## config.mk

```make
export PLATFORM = sky130hd
export DESIGN_NAME = semaforo_ctrl
export DESIGN_NICKNAME = d
export VERILOG_FILES = /design/src/rtl/semaforo_pkg.sv /design/src/rtl/semaforo_ctrl_tick_prescaler.sv /design/src/rtl/semaforo_ctrl.sv
export SDC_FILE = /design/constraint.sdc
export NUM_CORES = 1
export LEC_CHECK = 0
export CORE_MARGIN = 4
export CORE_UTILIZATION = 57
export DETAILED_ROUTE_END_ITERATION = 6
export PLACE_DENSITY = 0.85
export SETUP_SLACK_MARGIN = 0.5
export SYNTH_ARGS = -nofsm -noshare
export SYNTH_HDL_FRONTEND = slang
export SYNTH_SLANG_ARGS = --single-unit
export TNS_END_PERCENT = 1
```

## constraint.sdc

```tcl
create_clock -name clk -period 2.3 [get_ports clk]
set_input_delay 0.46 -clock clk [delete_from_list [all_inputs] [get_ports clk]]
set_output_delay 0.46 -clock clk [all_outputs]
set_load 0.05 [all_outputs]
```

## src/rtl/semaforo_pkg.sv

```systemverilog
// Shared types and constants for the four-way traffic-light sequencer.
// Light i occupies bits [3i+2:3i] = {red, yellow, green}.
package semaforo_pkg;

   typedef enum logic [2:0] {
      ALL_RED_A = 3'd0,
      NS_GREEN  = 3'd1,
      NS_YELLOW = 3'd2,
      ALL_RED_B = 3'd3,
      EW_GREEN  = 3'd4,
      EW_YELLOW = 3'd5,
      FLASH     = 3'd6
   } state_t;

   localparam int unsigned GRN_OFS  = 0;
   localparam int unsigned YEL_OFS  = 1;
   localparam int unsigned RED_OFS  = 2;
   localparam int unsigned NS_LIGHT_A = 0;
   localparam int unsigned NS_LIGHT_B = 2;
   localparam int unsigned EW_LIGHT_A = 1;
   localparam int unsigned EW_LIGHT_B = 3;

   localparam logic [11:0] ALL_RED  = 12'h924;
   localparam logic [11:0] NS_GRN   = 12'h861;
   localparam logic [11:0] NS_YEL   = 12'h8A2;
   localparam logic [11:0] EW_GRN   = 12'h30C;
   localparam logic [11:0] EW_YEL   = 12'h514;
   localparam logic [11:0] FLASH_ON = 12'h492;

   function automatic logic [11:0] pattern(input state_t s);
      case (s)
         NS_GREEN:  return NS_GRN;
         NS_YELLOW: return NS_YEL;
         EW_GREEN:  return EW_GRN;
         EW_YELLOW: return EW_YEL;
         FLASH:     return FLASH_ON;
         default:   return ALL_RED;
      endcase
   endfunction

endpackage

```

## src/rtl/semaforo_ctrl_tick_prescaler.sv

```systemverilog
// Divides clk down to a one-cycle tick every TICK_DIV enabled cycles.
module tick_prescaler #(
   parameter int unsigned TICK_DIV = 50_000_000
) (
   input  logic clk,
   input  logic rst,
   input  logic en,
   output logic tick
);

   localparam int unsigned PW = (TICK_DIV > 2) ? $clog2(TICK_DIV) : 1;
   localparam logic [PW-1:0] LAST = PW'(TICK_DIV - 1);

   logic [PW-1:0] cnt;

   always_ff @(posedge clk) begin
      if (rst) begin
         cnt <= '0;
      end else if (en) begin
         if (cnt == LAST) cnt <= '0;
         else             cnt <= cnt + 1'b1;
      end
   end

   assign tick = en && (cnt == LAST);

endmodule

```

## src/rtl/semaforo_ctrl.sv

```systemverilog
// Traffic-light phase sequencer: tick timer, pedestrian latch, night flash
// and registered light/phase outputs with a phase_start trigger strobe.
module semaforo_ctrl
   import semaforo_pkg::*;
#(
   parameter int unsigned TICK_DIV  = 50_000_000,
   parameter int unsigned GREEN_T   = 20,
   parameter int unsigned YELLOW_T  = 3,
   parameter int unsigned ALLRED_T  = 2,
   parameter int unsigned MIN_GREEN = 5
) (
   input  logic        clk,
   input  logic        rst,
   input  logic        en,
   input  logic        ped_req,
   input  logic        night_mode,
   output logic [11:0] semaforos,
   output logic [2:0]  phase,
   output logic        phase_start
);

   localparam int unsigned MAX_GY = (GREEN_T > YELLOW_T) ? GREEN_T : YELLOW_T;
   localparam int unsigned MAX_T  = (MAX_GY > ALLRED_T) ? MAX_GY : ALLRED_T;
   localparam int unsigned TW     = (MAX_T > 2) ? $clog2(MAX_T) : 1;

   state_t        state;
   state_t        nxt;
   logic [TW-1:0] timer;
   logic [TW-1:0] last_cnt;
   logic          ped_pend;
   logic          flash_on;
   logic          tick;
   logic          green;
   logic          cut;
   logic          advance;

   tick_prescaler #(.TICK_DIV(TICK_DIV)) u_presc (
      .clk  (clk),
      .rst  (rst),
      .en   (en),
      .tick (tick)
   );

   always_comb begin
      last_cnt = '0;
      nxt      = ALL_RED_A;
      case (state)
         ALL_RED_A: begin last_cnt = TW'(ALLRED_T - 1); nxt = NS_GREEN;  end
         NS_GREEN:  begin last_cnt = TW'(GREEN_T - 1);  nxt = NS_YELLOW; end
         NS_YELLOW: begin last_cnt = TW'(YELLOW_T - 1); nxt = ALL_RED_B; end
         ALL_RED_B: begin last_cnt = TW'(ALLRED_T - 1); nxt = EW_GREEN;  end
         EW_GREEN:  begin last_cnt = TW'(GREEN_T - 1);  nxt = EW_YELLOW; end
         EW_YELLOW: begin last_cnt = TW'(YELLOW_T - 1); nxt = ALL_RED_A; end
         default:   begin last_cnt = '0;                nxt = ALL_RED_A; end
      endcase
   end

   assign green   = (state == NS_GREEN) || (state == EW_GREEN);
   assign cut     = green && ped_pend && (timer >= TW'(MIN_GREEN - 1));
   assign advance = (timer == last_cnt) || cut;

   // Entry into an all-red clears the pending request; a request on that same
   // cycle is still captured so it is not lost.
   always_ff @(posedge clk) begin
      if (rst) begin
         state       <= ALL_RED_A;
         timer       <= '0;
         ped_pend    <= 1'b0;
         flash_on    <= 1'b0;
         semaforos   <= ALL_RED;
         phase_start <= 1'b0;
      end else if (!en) begin
         phase_start <= 1'b0;
      end else begin
         phase_start <= 1'b0;
         ped_pend    <= ped_pend | ped_req;
         if (tick) begin
            if (night_mode) begin
               state       <= FLASH;
               timer       <= '0;
               phase_start <= 1'b1;
               if (state == FLASH) begin
                  flash_on  <= !flash_on;
                  semaforos <= flash_on ? '0 : FLASH_ON;
               end else begin
                  flash_on  <= 1'b1;
                  semaforos <= FLASH_ON;
               end
            end else if (state == FLASH) begin
               state       <= ALL_RED_A;
               timer       <= '0;
               phase_start <= 1'b1;
               flash_on    <= 1'b0;
               semaforos   <= ALL_RED;
               ped_pend    <= ped_req;
            end else if (advance) begin
               state       <= nxt;
               timer       <= '0;
               phase_start <= 1'b1;
               semaforos   <= pattern(nxt);
               if (nxt == ALL_RED_A || nxt == ALL_RED_B) ped_pend <= ped_req;
            end else begin
               timer <= timer + 1'b1;
            end
         end
      end
   end

   assign phase = state;

endmodule

```

## Word-level counts from Yosys, hierarchy flattened

Cells that the tools add are included.

- Order comparisons: 1
- Mux-type cells: 26
- Equality and inequality tests: 14
- Shift operators: 0
- Bitwise gates (word level): 3
- Multiply operators: 0
- Divide/modulo/power cells: 0
- Reductions and logical operators: 18
- Add/sub/neg operators: 2

Operators with widths:

| operator | count |
|---|---|
| case mux 12 bit (5 select lines) | 1 |
| two-way mux 12 bit | 3 |
| adder 26 x 1 -> 26 bit (second input constant) | 1 |
| equality test 26 bit (second input constant) | 1 |
| two-way mux 26 bit | 1 |
| two-way mux 11 bit | 2 |
| equality test 3 bit (second input constant) | 6 |
| two-way mux 5 bit | 3 |
| case mux 3 bit (5 select lines) | 1 |
| case mux 5 bit (3 select lines) | 1 |
| equality test 3 x 2 -> 1 bit (second input constant) | 4 |
| two-way mux 1 bit | 11 |
| two-way mux 3 bit | 3 |
| equality test 3 x 1 -> 1 bit (second input constant) | 2 |
| logical NOT 3 bit | 2 |
| AND reduction 3 bit | 2 |
| OR reduction 2 bit | 3 |
| adder 5 x 1 -> 5 bit (second input constant) | 1 |
| equality test 5 bit | 1 |
| >= comparator 5 x 3 -> 1 bit (second input constant) | 1 |
| logical AND 1 bit | 3 |
| logical OR 1 bit | 3 |
| nonzero test 3 bit | 1 |
| OR reduction 3 bit | 1 |
| 5 further kinds | 6 |

- Memory bits (read-only): 0
- Register bits after elaboration: 49
- Bits in latches: 0
- Bits of input ports: 5
- Output and inout port bits: 16
- Logic and storage cells: 71
- Memories kept: 0
- RAM bits: 0

## Depth between registers and ports, before layout

- Depth in word-level cells: 9
- Gate-level depth with buffers: 9
- Gate-level depth less buffers: 6

## By module

From an unflattened synthesis, not the netlist that was laid out.

- Cell total of the unflattened synthesis: 284
- Area total of the unflattened synthesis: 2499.9 sq um

Modules (own cells, without submodules):

| module | seq. area each (sq um) | cells an instance | area an instance (sq um) | instances |
|---|---|---|---|---|
| tick_prescaler | 520.5 | 158 | 1386.3 | 1 |
| semaforo_ctrl | 340.3 | 126 | 1113.6 | 1 |

## Worst setup path before layout

Ideal clock, no wire load.

- Path kind: reg2reg
- From: register state[2], in the netlist phase[2]
- To: register state[1], in the netlist phase[1]
- Arrival: 2.119 ns
- Period minus slack after synthesis: 2.250 ns
- Path buffers: 1
- Cell stages (with the launch flop): 7
- Setup slack: 0.050 ns
- Required time: 2.169 ns
- Setup time: 0.131 ns
- Cells stage by stage: dfxtp_1 > buf_2 > nor2b_1 > a21oi_1 > a311o_1 > o311ai_1 > o31ai_1

- Word-level cells in the longest chain between the ends: 7
- Elaborated cells on any way between the ends: 22
- Classes of those cells: eq/ne (7); mux (5); reduce/logical (10)

Ends and longest elaborated chain:

| element | RTL line | RTL |
|---|---|---|
| from (decl) | semaforo_ctrl.sv:26 | `state_t state;` |
| from (signal assigned) | semaforo_ctrl.sv:97 | `state <= nxt;` |
| equality test 3 bit, or another cell as far along | semaforo_ctrl.sv:47 | `case (state)` |
| OR reduction 2 bit (no source line) / logical OR 1 bit (equally long branches) | - |  |
| case mux 5 bit (3 select lines) / logical AND 1 bit (equally long branches) | semaforo_ctrl.sv:47, semaforo_ctrl.sv:59 |  |
| equality test 5 bit / logical AND 1 bit (equally long branches) | semaforo_ctrl.sv:60, semaforo_ctrl.sv:59 |  |
| logical OR 1 bit | semaforo_ctrl.sv:60 | `assign advance = (timer == last_cnt) \|\| cut;` |
| nonzero test 3 bit (no source line) | - |  |
| AND reduction 3 bit (no source line) | - |  |

Parallel ways exist; a longest one is shown, timed or not. The select of a mux whose other input is x is not followed.
A chain may end at the register's enable or synchronous reset.

## Final worst setup path

- From: register timer[3]
- To: register semaforos[7]

- Word-level cells in the longest chain between the ends: 5
- Elaborated cells on any way between the ends: 6
- Classes of those cells: order compare (1); eq/ne (1); reduce/logical (4)

Ends and longest elaborated chain:

| element | RTL line | RTL |
|---|---|---|
| from (decl) | semaforo_ctrl.sv:28 | `logic [TW-1:0] timer;` |
| from (signal assigned) | semaforo_ctrl.sv:103 | `timer <= timer + 1'b1;` |
| >= comparator 5 x 3 -> 1 bit | semaforo_ctrl.sv:59 | `assign cut = green && ped_pend && (timer >= TW'(MIN_GREEN - 1));` |
| logical AND 1 bit | semaforo_ctrl.sv:59 |  |
| logical OR 1 bit * | semaforo_ctrl.sv:60 |  |
| nonzero test 3 bit (no source line) * | - |  |
| AND reduction 3 bit (no source line) * | - |  |
| to (signal assigned) | semaforo_ctrl.sv:84 | `semaforos <= flash_on ? '0 : FLASH_ON;` |
| to (signal assigned) | semaforo_ctrl.sv:100 | `semaforos <= pattern(nxt);` |
| to (decl) | semaforo_ctrl.sv:17 | `output logic [11:0] semaforos,` |

Every way passes the cells marked *; elsewhere a longest branch is shown, timed or not.

==> reports/qor.txt <==
status: complete, no violations
gpl congestion: 0.895
Flop pwr share: 51.2%
Worst VDD drop: 0.388 mV
Starting Density: 61.0%
Final Skew: 0.00584 ns
Finished Layout Cells: 346
RSZ-0062 raised after global routing: true
top-area cell type share of the netlist area: 37.1%
Cell Int Power: 1.16 mW
CP bufs+invs: 1
final count of hold timing violations: 0
total grt overflow: 0
crit path launch: timer[3]
worst skew pair latency: 0.30 ns
I/O Pins: 21
diode count: 0
Post-synth EDFFs: 0
FFs w/ async S/R, synth: 0%
floorplan row count: 22
Reg2Reg Setup Slack: 0.33 ns
WP depth: 6
Worst Setup End Kind: flip-flop
Tot Pwr: 1.46 mW
clk slew on worst S/H paths: 0.08 ns
Reg2Reg Depth: 6
Post-Synth XOR/XNOR Area: 9.82%
logic gate share of total power: 4.2%
Power Dens Cells: 519 nW/um^2
slowest stage delay, CP: 0.44 ns
ys flop type: dfxtp_1
post-synthesis average cell area: 8.43 sq um
fin nets: 305
CTS tree: built
DP Wirelength: 3.75 mm
drt pass-1 iters: 5
design area: 2820 sq um
Syn Inst Count: 275
drt total wl: 5.75 mm
Die H: 71.8 um
adder-cell share of the synthesized area: 1.62%
Hold Crit Class: reg2reg
crit-path cells: and4bb_2 > o2111ai_1 > nand4_1 > buf_4 > o211ai_1 > a21oi_1
placed insts: 335
synth warn: 0
worst r2r dst: semaforos[7]
Mapped Nets: 283
startpoint types: flip-flop
routed vias: 2,206
H-tree depth: 2
fin crit period: 1.97 ns
largest family of logic cells by synthesized area: simple AND/OR/NAND/NOR gates
CTS Hold Bufs: 0
share of cells above drive strength 1: 16.8%
die width: 71.8 um
total core area: 3800 sq um
CP Max Fanout: 7
Max-Slew Margin vs Limit: 60.4%
Overall Global Routing Usage: 21.6%
mux cell area share after synthesis: 0.432%
Worst-Margin Slew: 0.590 ns
Synth area leader: dfxtp_1
drt drc: 0
Crit Path Class: reg2reg
DP Worst Slack: -0.00387 ns
max cap viols: 0
number of port buffers: 20
post-synthesis sequential area ratio: 37.1%
post-synthesis simple-gate area fraction: 31.1%
Layout Utilization: 74.2%
cts bufs inserted: 5
vias per cell: 6.38
Slew Limit Fails: 0
CP max-delay cell: dfxtp_1
leakage power: 0.969 nW
vias in the first global route: 1,919
area growth from synthesis to layout: 21.5%
clock power share: 44.5%
DRT iter0 DRCs: 266
Routed Antenna Nets: 0
compound-gate portion of the synthesized area: 13.3%
largest net degree at the start of global routing: 25
wire per inst: 16.6 um
Root Buffer: clkbuf_8
clk sink count: 43
die area: 5150 sq um
synth unique cells: 52
RR Startpoint: timer[3]
Net Sw Frac: 20.7%
Max Fclk: 508 MHz
crit path capture: semaforos[7]
family with the most delay on the worst path: simple AND/OR/NAND/NOR gates
initial antenna violation count: 0
Clock Path Buffers: 2
part of the cycle the worst path needs: 85.6%
Setup-failing EPs final: 0
Worst EP arrival: 2.15 ns
worst path required time: 2.48 ns
Post-Syn Area: 2320 sq um
P_sw: 0.302 mW
post-synthesis register bit count: 43
first-pass GRT wire length: 8.96 mm
placed inst area: 2590 sq um
top cells by area, synth: dfxtp_1 37%, xnor2_1 7.9%, nor2_1 5.7%, nand2_1 3.6%, nand4_1 3.2%
Final WS setup: 0.332 ns
[synthesized netlist by cell type (2+ instances only)]
| master | n |
|---|---|
| nor4_1 | 8 |
| nand2_1 | 22 |
| o211ai_1 | 3 |
| and4_1 | 5 |
| clkbuf_1 | 7 |
| o21ai_0 | 3 |
| nand3_1 | 12 |
| a31o_2 | 2 |
| nand4_1 | 12 |
| dfxtp_1 | 43 |
| buf_2 | 5 |
| or3_1 | 3 |
| a31oi_1 | 3 |
| a21oi_1 | 8 |
| buf_4 | 6 |
| and4bb_2 | 4 |
| nor3_1 | 12 |
| xor2_1 | 5 |
| o221ai_1 | 2 |
| o2111ai_1 | 2 |
| and3_1 | 4 |
| ha_1 | 3 |
| nand4b_1 | 3 |
| nor2_1 | 35 |
| nand3b_1 | 3 |
| nor2b_1 | 2 |
| o31ai_1 | 2 |
| o311ai_1 | 2 |
| inv_1 | 11 |
| xnor2_1 | 21 |
[cells by family (layout without fill, tap and decap cells)]
kind of cell             after synthesis  count (layout)
AND/OR/NAND/NOR                      131             131
flip-flops                            43              43
AO/OA/AOI/OAI                         40              40
buffers and inverters                 31              54
XOR/XNOR                              26              26
adder cells (fa/ha/maj)                3               3
multiplexers                           1               1
[area by class of cell]
type | instances | area (sq um)
multi-input cells | 201 | 1390
fillers | 268 | 981
flip-flops and latches | 43 | 873
repair buffers | 35 | 325
clock buffers | 7 | 97.6
well taps | 48 | 60.1
inverters | 11 | 41.3
clock inverters | 1 | 30.0
[state kept, by name, summed over array words and instances, names as in the netlist]
name         cells
flash_on         1
ped_pend         1
phase            3
phase_start      1
semaforos        6
timer            5
u_presc.cnt     26
[worst register-to-register path, delay by kind of cell (launching register included)]
kind	cells	cell delay, ns
buffers and inverters	1	0.24
DFF	1	0.44
AOI/OAI and AO/OA	3	0.57
and+or+nand+nor	2	0.59
[power by group through the flow]
stage / Clock (mW) / Combinational [mW] / Sequential, mW
after floorplan: 0 / 0.0340 / 0.767
after global placement: 0 / 0.0571 / 0.768
after detailed placement: 0 / 0.0581 / 0.768
after CTS: 0.659 / 0.0587 / 0.750
after global routing: 0.690 / 0.0677 / 0.750
final: 0.651 / 0.0618 / 0.750
[how the worst min path moves through the flow]
stage                          startpoint              end  slack [ns]  cells after the start
final                        semaforos[6]     semaforos[6]        0.53                      1
after CTS                    semaforos[7]     semaforos[7]        0.50                      2
after global placement       semaforos[7]     semaforos[7]        0.48                      2
after global routing             timer[1]         timer[1]        0.55                      2
after detailed placement     semaforos[7]     semaforos[7]        0.49                      2
after floorplan           u_presc.cnt[25]  u_presc.cnt[25]        0.48                      2
[routing by layer]
layer  vias up  wire [um]  global-route usage (%)
li1       1036          -                       -
met1      1013       2430                    30.7
met5         -          0                       0
met3        31        497                    5.33
met4         0        202                    8.14
met2       126       2620                    31.5
[through the flow]
stage / setup TNS, ns / hold slack [ns]
2_1_floorplan: 0 / 0.485
3_3_place_gp: 0 / 0.480
6_report: 0 / 0.528
4_1_cts: 0 / 0.504
5_1_grt: 0 / 0.555
3_5_place_dp: -0.00387 / 0.488
[placed cells by master (no fill, tap or decap), drive strengths merged, types with 7 or more instances in the layout]
master and count:
dfxtp 43, a21oi 8, nand4 13, nand3 12, buf 15, clkbuf 7
inv 11, nor2 35, nand2 22, clkdlybuf4s50 17, nor4 9, nor3 12
xnor2 21
[timing repair]
| item | 4_1_cts | 5_1_grt |
|---|---|---|
| resized for setup | 2 | 15 |
| pin swaps | 0 | 3 |
| setup endpoints to repair | 55 | 56 |
| hold endpoints to repair | 0 | 0 |
| buffers inserted | 0 | 3 |
| cloned | 0 | 0 |
Power figures use the tool's default switching activity.
==> variant 1 (same settings) <==
Set the parameter `ALLRED_T` to 1 (it was 2).
--- a/src/rtl/semaforo_ctrl.sv
+++ b/src/rtl/semaforo_ctrl.sv
@@ -6,7 +6,7 @@
    parameter int unsigned TICK_DIV  = 50_000_000,
    parameter int unsigned GREEN_T   = 20,
    parameter int unsigned YELLOW_T  = 3,
-   parameter int unsigned ALLRED_T  = 2,
+   parameter int unsigned ALLRED_T  = 1,
    parameter int unsigned MIN_GREEN = 5
 ) (
    input  logic        clk,
Behaviour: no difference found for any inputs over 10 cycles, from zero or initial values and one cycle with rst high; that may be too few to reach the edited logic, so the function may still have changed.
==> variant 1 against the unedited design <==
Worst setup slack worse by 0.024 ns. Largest cell class unchanged. Synthesized area is 2.5% higher. Sequential cell count did not move. Core utilization decreased by 4.3 points. Routed wire length is 11% lower. Die area grew 2.3%. Cell area is essentially flat. Power grew 2.9%.
==> variant 1: results <==
metrics = {
    "synth": {
        "synthTopCellsByArea": "dfxtp_1 (36%), xor2_1 (7.4%), nor2_1 (5.7%)",
        "ys_seq_area_share_pct": 36.21,
        "synth.distinct_cells": 57,
        "synth_common_cells": "dfxtp_1 (43), nor2_1 (36), xor2_1 (20), nand3_1 (19), nand2_1 (16)",
        "synthArstFlopShare_pct": 0,
        "synth_warnings": 0,
        "synth_nets": 277,
    },
    "setup_path": {
        "rr_worst_depth": 5,
        "slowest_stage": "clkdlybuf4s50_1",
        "crit_path_max_fanout": 3,
        "max_stage_delay_ns": 0.83,
        "cp_data_arrival_time_ns": 1.53,
        "crit_family": "buffers and inverters",
    },
    "drt": {
        "routed_wl_um": 5115,
        "via_per_inst": 5.924,
        "drt_first_pass_iters": 4,
        "drtIter0Drc": 213,
    },
    "timing": {
        "finClkSkew_ns": 0.009659,
        "relSlewSlack_pct": 65.84,
    },
    "pwr": {
        "p_leak_nw": 1.038,
        "intPower_mw": 1.206,
        "p_comb_uw": 62.8,
        "peakVddDrop_mv": 0.4325,
        "power_sequential_uw": 751,
    },
    "placement": {
        "dp_hpwl_um": 3555,
        "port_buffers": 20,
        "dpl_worst_slack_ns": 0.03697,
        "routabilityCongestion": 0.8420,
    },
    "global_routing": {
        "grt_use_total_pct": 20.74,
        "grt_max_degree": 26,
        "grt_pass1_wl_um": 8631,
        "antenna_found_initial": 0,
        "grt_pass1_vias": 1860,
    },
    "clock_network": {
        "clk_pin_slew_ns": 0.09,
        "cts.path.max_buffers": 2,
        "htreeDepth": 2,
        "clk_latency_ns": 0.30,
        "cts_root_buf": "clkbuf_8",
        "cts_buffers": 5,
    },
    "cells_and_area": {
        "reg_top3": "u_presc.cnt x26, semaforos x6, timer x5",
        "drive_gt1_share_pct": 15.17,
        "nets": 297,
        "diodes": 0,
    },
    "hold_path": {
        "hold_class": "reg -> reg",
        "hold-path-cell-count": 2,
    },
    "outcome": {
        "status": "complete, no violations",
    },
}
[variant 1: kinds of logic after synthesis]
kind of cell / count (synthesis) / share of synthesized area, %
mux: 6 / 2.789
compound gates: 32 / 13.00
xor+xnor: 26 / 9.579
fa+ha+maj: 3 / 1.579
flops: 43 / 36.21
simple gates: 131 / 30.42
buf+inv: 28 / 6.421
[variant 1: path summary, 6_finish.rpt]
| path | from | endpoint | slack [ns] |
|---|---|---|---|
| hold reg to reg | flash_on | flash_on | 0.49 |
| setup / recovery | semaforos[7] | semaforos[1] | 0.31 |
| setup reg to reg | timer[1] | semaforos[5] | 0.32 |
| hold / removal | flash_on | flash_on | 0.49 |
[variant 1: what timing repair did]
item,CTS,global route
buffers inserted,0,1
gates cloned,0,0
setup endpoints to repair,56,57
hold endpoints to repair,0,0
pin swaps,0,1
gates resized for setup,2,5
[variant 1: layout make-up]
class	count	area [sq um]
Clock buffer	5	68.82
Tap cell	50	62.56
Inverter	7	26.28
Fill cell	313	1214
Multi-Input combinational cell	198	1398
Sequential cell	43	870.8
Timing Repair Buffer	34	321.6
Clock inverter	3	67.56
[variant 1: through the flow]
step           cell area (sq um)  utilization [%]  instances  power, mW  hold slack [ns]
4_1_cts                     2786            69.16        339      1.520           0.4822
5_1_grt                     2815            69.88        340      1.565           0.5106
6_report                    2815            69.88        340      1.504           0.4871
2_1_floorplan               2406                -        269     0.8067           0.4491
3_5_place_dp                2653            65.84        331     0.8307           0.4693
3_3_place_gp                2653            65.84        331     0.8284           0.4639
[variant 1: routing by layer]
metal,vias up,GRT usage (%),share of wire (%)
met5,-,0,0
met4,0,6.967,1.4
met3,9,4.132,4.8
met2,50,34.67,49
met1,957,26.70,45
li1,998,-,-
==> variant 2 (config.mk and constraints unchanged) <==
Without the edit above. Register the inputs `en`, `ped_req` and `night_mode` before use, without a reset. The logic sees them one clock later.
--- a/src/rtl/semaforo_ctrl.sv
+++ b/src/rtl/semaforo_ctrl.sv
@@ -23,6 +23,16 @@
    localparam int unsigned MAX_T  = (MAX_GY > ALLRED_T) ? MAX_GY : ALLRED_T;
    localparam int unsigned TW     = (MAX_T > 2) ? $clog2(MAX_T) : 1;
 
+   logic en_q;
+   logic ped_req_q;
+   logic night_mode_q;
+
+   always_ff @(posedge clk) begin
+      en_q         <= en;
+      ped_req_q    <= ped_req;
+      night_mode_q <= night_mode;
+   end
+
    state_t        state;
    state_t        nxt;
    logic [TW-1:0] timer;
@@ -37,7 +47,7 @@
    tick_prescaler #(.TICK_DIV(TICK_DIV)) u_presc (
       .clk  (clk),
       .rst  (rst),
-      .en   (en),
+      .en   (en_q),
       .tick (tick)
    );
 
@@ -69,13 +79,13 @@
          flash_on    <= 1'b0;
          semaforos   <= ALL_RED;
          phase_start <= 1'b0;
-      end else if (!en) begin
+      end else if (!en_q) begin
          phase_start <= 1'b0;
       end else begin
          phase_start <= 1'b0;
-         ped_pend    <= ped_pend | ped_req;
+         ped_pend    <= ped_pend | ped_req_q;
          if (tick) begin
-            if (night_mode) begin
+            if (night_mode_q) begin
                state       <= FLASH;
                timer       <= '0;
                phase_start <= 1'b1;
@@ -92,13 +102,13 @@
                phase_start <= 1'b1;
                flash_on    <= 1'b0;
                semaforos   <= ALL_RED;
-               ped_pend    <= ped_req;
+               ped_pend    <= ped_req_q;
             end else if (advance) begin
                state       <= nxt;
                timer       <= '0;
                phase_start <= 1'b1;
                semaforos   <= pattern(nxt);
-               if (nxt == ALL_RED_A || nxt == ALL_RED_B) ped_pend <= ped_req;
+               if (nxt == ALL_RED_A || nxt == ALL_RED_B) ped_pend <= ped_req_q;
             end else begin
                timer <= timer + 1'b1;
             end
Check against the original RTL: no difference found for any inputs over 10 cycles, from zero or initial values and one cycle with rst high; that may be too few to reach the edited logic, so the function may still have changed.
==> variant 2 against the unedited design <==
Hold slack lost 0.034 ns. Clock skew grew 0.0039 ns. Sequential cell count grew 3. Die area grew 5.2%. Routed wire length shrank 5.1%. Synthesized area grew 5.9%. Synthesized cell count grew 3.3%. Worst setup slack lost 0.033 ns. Power grew 10%. Maximum frequency shrank 1.6%. Cell area grew 5.0%. Critical path type unchanged. Largest power group unchanged.
==> variant 2: results <==
metrics = {
    "clock_network": {
        "clk_pin_slew_ns": 0.09,
        "clk_latency_ns": 0.30,
    },
    "global_routing": {
        "grt_pass1_vias": 2009,
        "grt_max_degree": 23,
        "grt_pass1_wl_um": 9280,
        "grt_use_total_pct": 21.58,
    },
    "pwr": {
        "p_leak_nw": 1.009,
        "peakVddDrop_mv": 0.5280,
    },
    "placement": {
        "routabilityCongestion": 0.8441,
        "dp_hpwl_um": 3677,
    },
    "setup_path": {
        "reg2reg_slack_ns": 0.30,
        "max_stage_delay_ns": 0.57,
        "crit_path_max_fanout": 8,
        "crit_family": "simple AND/OR/NAND/NOR gates",
        "cp_data_arrival_time_ns": 2.20,
        "slowest_stage": "or4_4",
        "rr_startpoint": "u_presc.cnt[1]",
    },
    "timing": {
        "finClkSkew_ns": 0.009769,
        "hold_ws_ns": 0.4942,
        "relSlewSlack_pct": 61.84,
    },
    "synth": {
        "ys_seq_area_share_pct": 37.51,
        "synth_common_cells": "dfxtp_1 (46), nor2_1 (41), xnor2_1 (21), nand2_1 (14), nand3_1 (13)",
        "synth_nets": 292,
        "synth_warnings": 0,
        "synthTopCellsByArea": "dfxtp_1 (38%), xnor2_1 (7.5%), nor2_1 (6.3%)",
    },
    "cells_and_area": {
        "nets": 313,
        "drive_gt1_share_pct": 20.26,
        "fillers": 301,
    },
    "drt": {
        "drtIter0Drc": 226,
        "via_per_inst": 6.017,
        "wl_per_cell_um": 15.31,
    },
    "hold_path": {
        "min_to": "semaforos[10]",
        "hold-path-cell-count": 2,
    },
    "outcome": {
        "status": "complete, no violations",
    },
}
variant 2: repair_timing:
action                     in CTS  in global routing
setup buffers                   6                  0
setup endpoints to repair      54                 58
gates resized for setup        10                 18
hold endpoints to repair        0                  0
pin swaps                       3                  3
gates cloned                    0                  0
variant 2: metal layers:
layer / vias up / global-route usage, % / share of wire, %
li1: 1055 / - / -
met3: 11 / 4.378 / 4.3
met2: 52 / 37.01 / 50
met1: 1024 / 26.69 / 44
met4: 0 / 7.445 / 1.9
met5: - / 0 / 0
variant 2: where the power goes:
| part | leakage (nW) | total [mW] | switching, mW | internal, mW |
|---|---|---|---|---|
| logic | 0.560 | 0.0611 | 0.0305 | 0.0306 |
| clock network | 0.0714 | 0.740 | 0.276 | 0.463 |
| registers | 0.378 | 0.813 | 0.0104 | 0.803 |
| total | 1.01 | 1.61 | 0.317 | 1.30 |
variant 2: worst max path at each step:
stage                   start            to  slack (ns)  depth (start not counted)
3_5_place_dp         timer[3]  semaforos[7]        0.15                          5
5_1_grt              timer[3]      phase[1]        0.18                          7
2_1_floorplan  u_presc.cnt[1]      phase[0]        0.24                          8
4_1_cts        u_presc.cnt[1]  semaforos[7]        0.30                          6
3_3_place_gp         timer[2]  semaforos[7]        0.19                          5
6_report       u_presc.cnt[1]  semaforos[7]        0.30                          6
variant 2: worst min-delay path: stages, from the launching register on:
cell and delay (ns):
dfxtp_1 0.33, inv_1 0.05, a211oi_1 0.06
variant 2: cell families (layout without fill, tap and decap cells):
| family | count (synthesis) | after routing | share of synthesized area [%] |
|---|---|---|---|
| XOR/XNOR | 25 | 25 | 8.919 |
| flip-flops | 46 | 46 | 37.51 |
| adder cells (fa/ha/maj) | 3 | 3 | 1.529 |
| buffers and inverters | 34 | 56 | 7.339 |
| multiplexers | 4 | 4 | 2.242 |
| AO/OA/AOI/OAI | 39 | 39 | 11.83 |
| AND/OR/NAND/NOR | 133 | 133 | 30.63 |
variant 2: area by class of cell:
class / count / area share (%)
clock buffer: 6 / 2.791
clock inverter: 2 / 2.030
timing repair buffer: 37 / 11.08
inverter: 11 / 1.395
multi-input combinational: 204 / 48.92
sequential: 46 / 31.67
tap: 50 / 2.114
variant 2: through the flow:
| step | util, % | setup WS (ns) | std cells | power [mW] | area (sq um) |
|---|---|---|---|---|---|
| 6_report | 72.41 | 0.2988 | 356 | 1.614 | 2959 |
| 3_3_place_gp | 65.68 | 0.1930 | 342 | 0.8818 | 2684 |
| 3_5_place_dp | 65.68 | 0.1476 | 342 | 0.8841 | 2684 |
| 5_1_grt | 72.41 | 0.1841 | 356 | 1.668 | 2959 |
| 2_1_floorplan | - | 0.2353 | 284 | 0.8654 | 2481 |
| 4_1_cts | 70.51 | 0.2970 | 356 | 1.625 | 2882 |
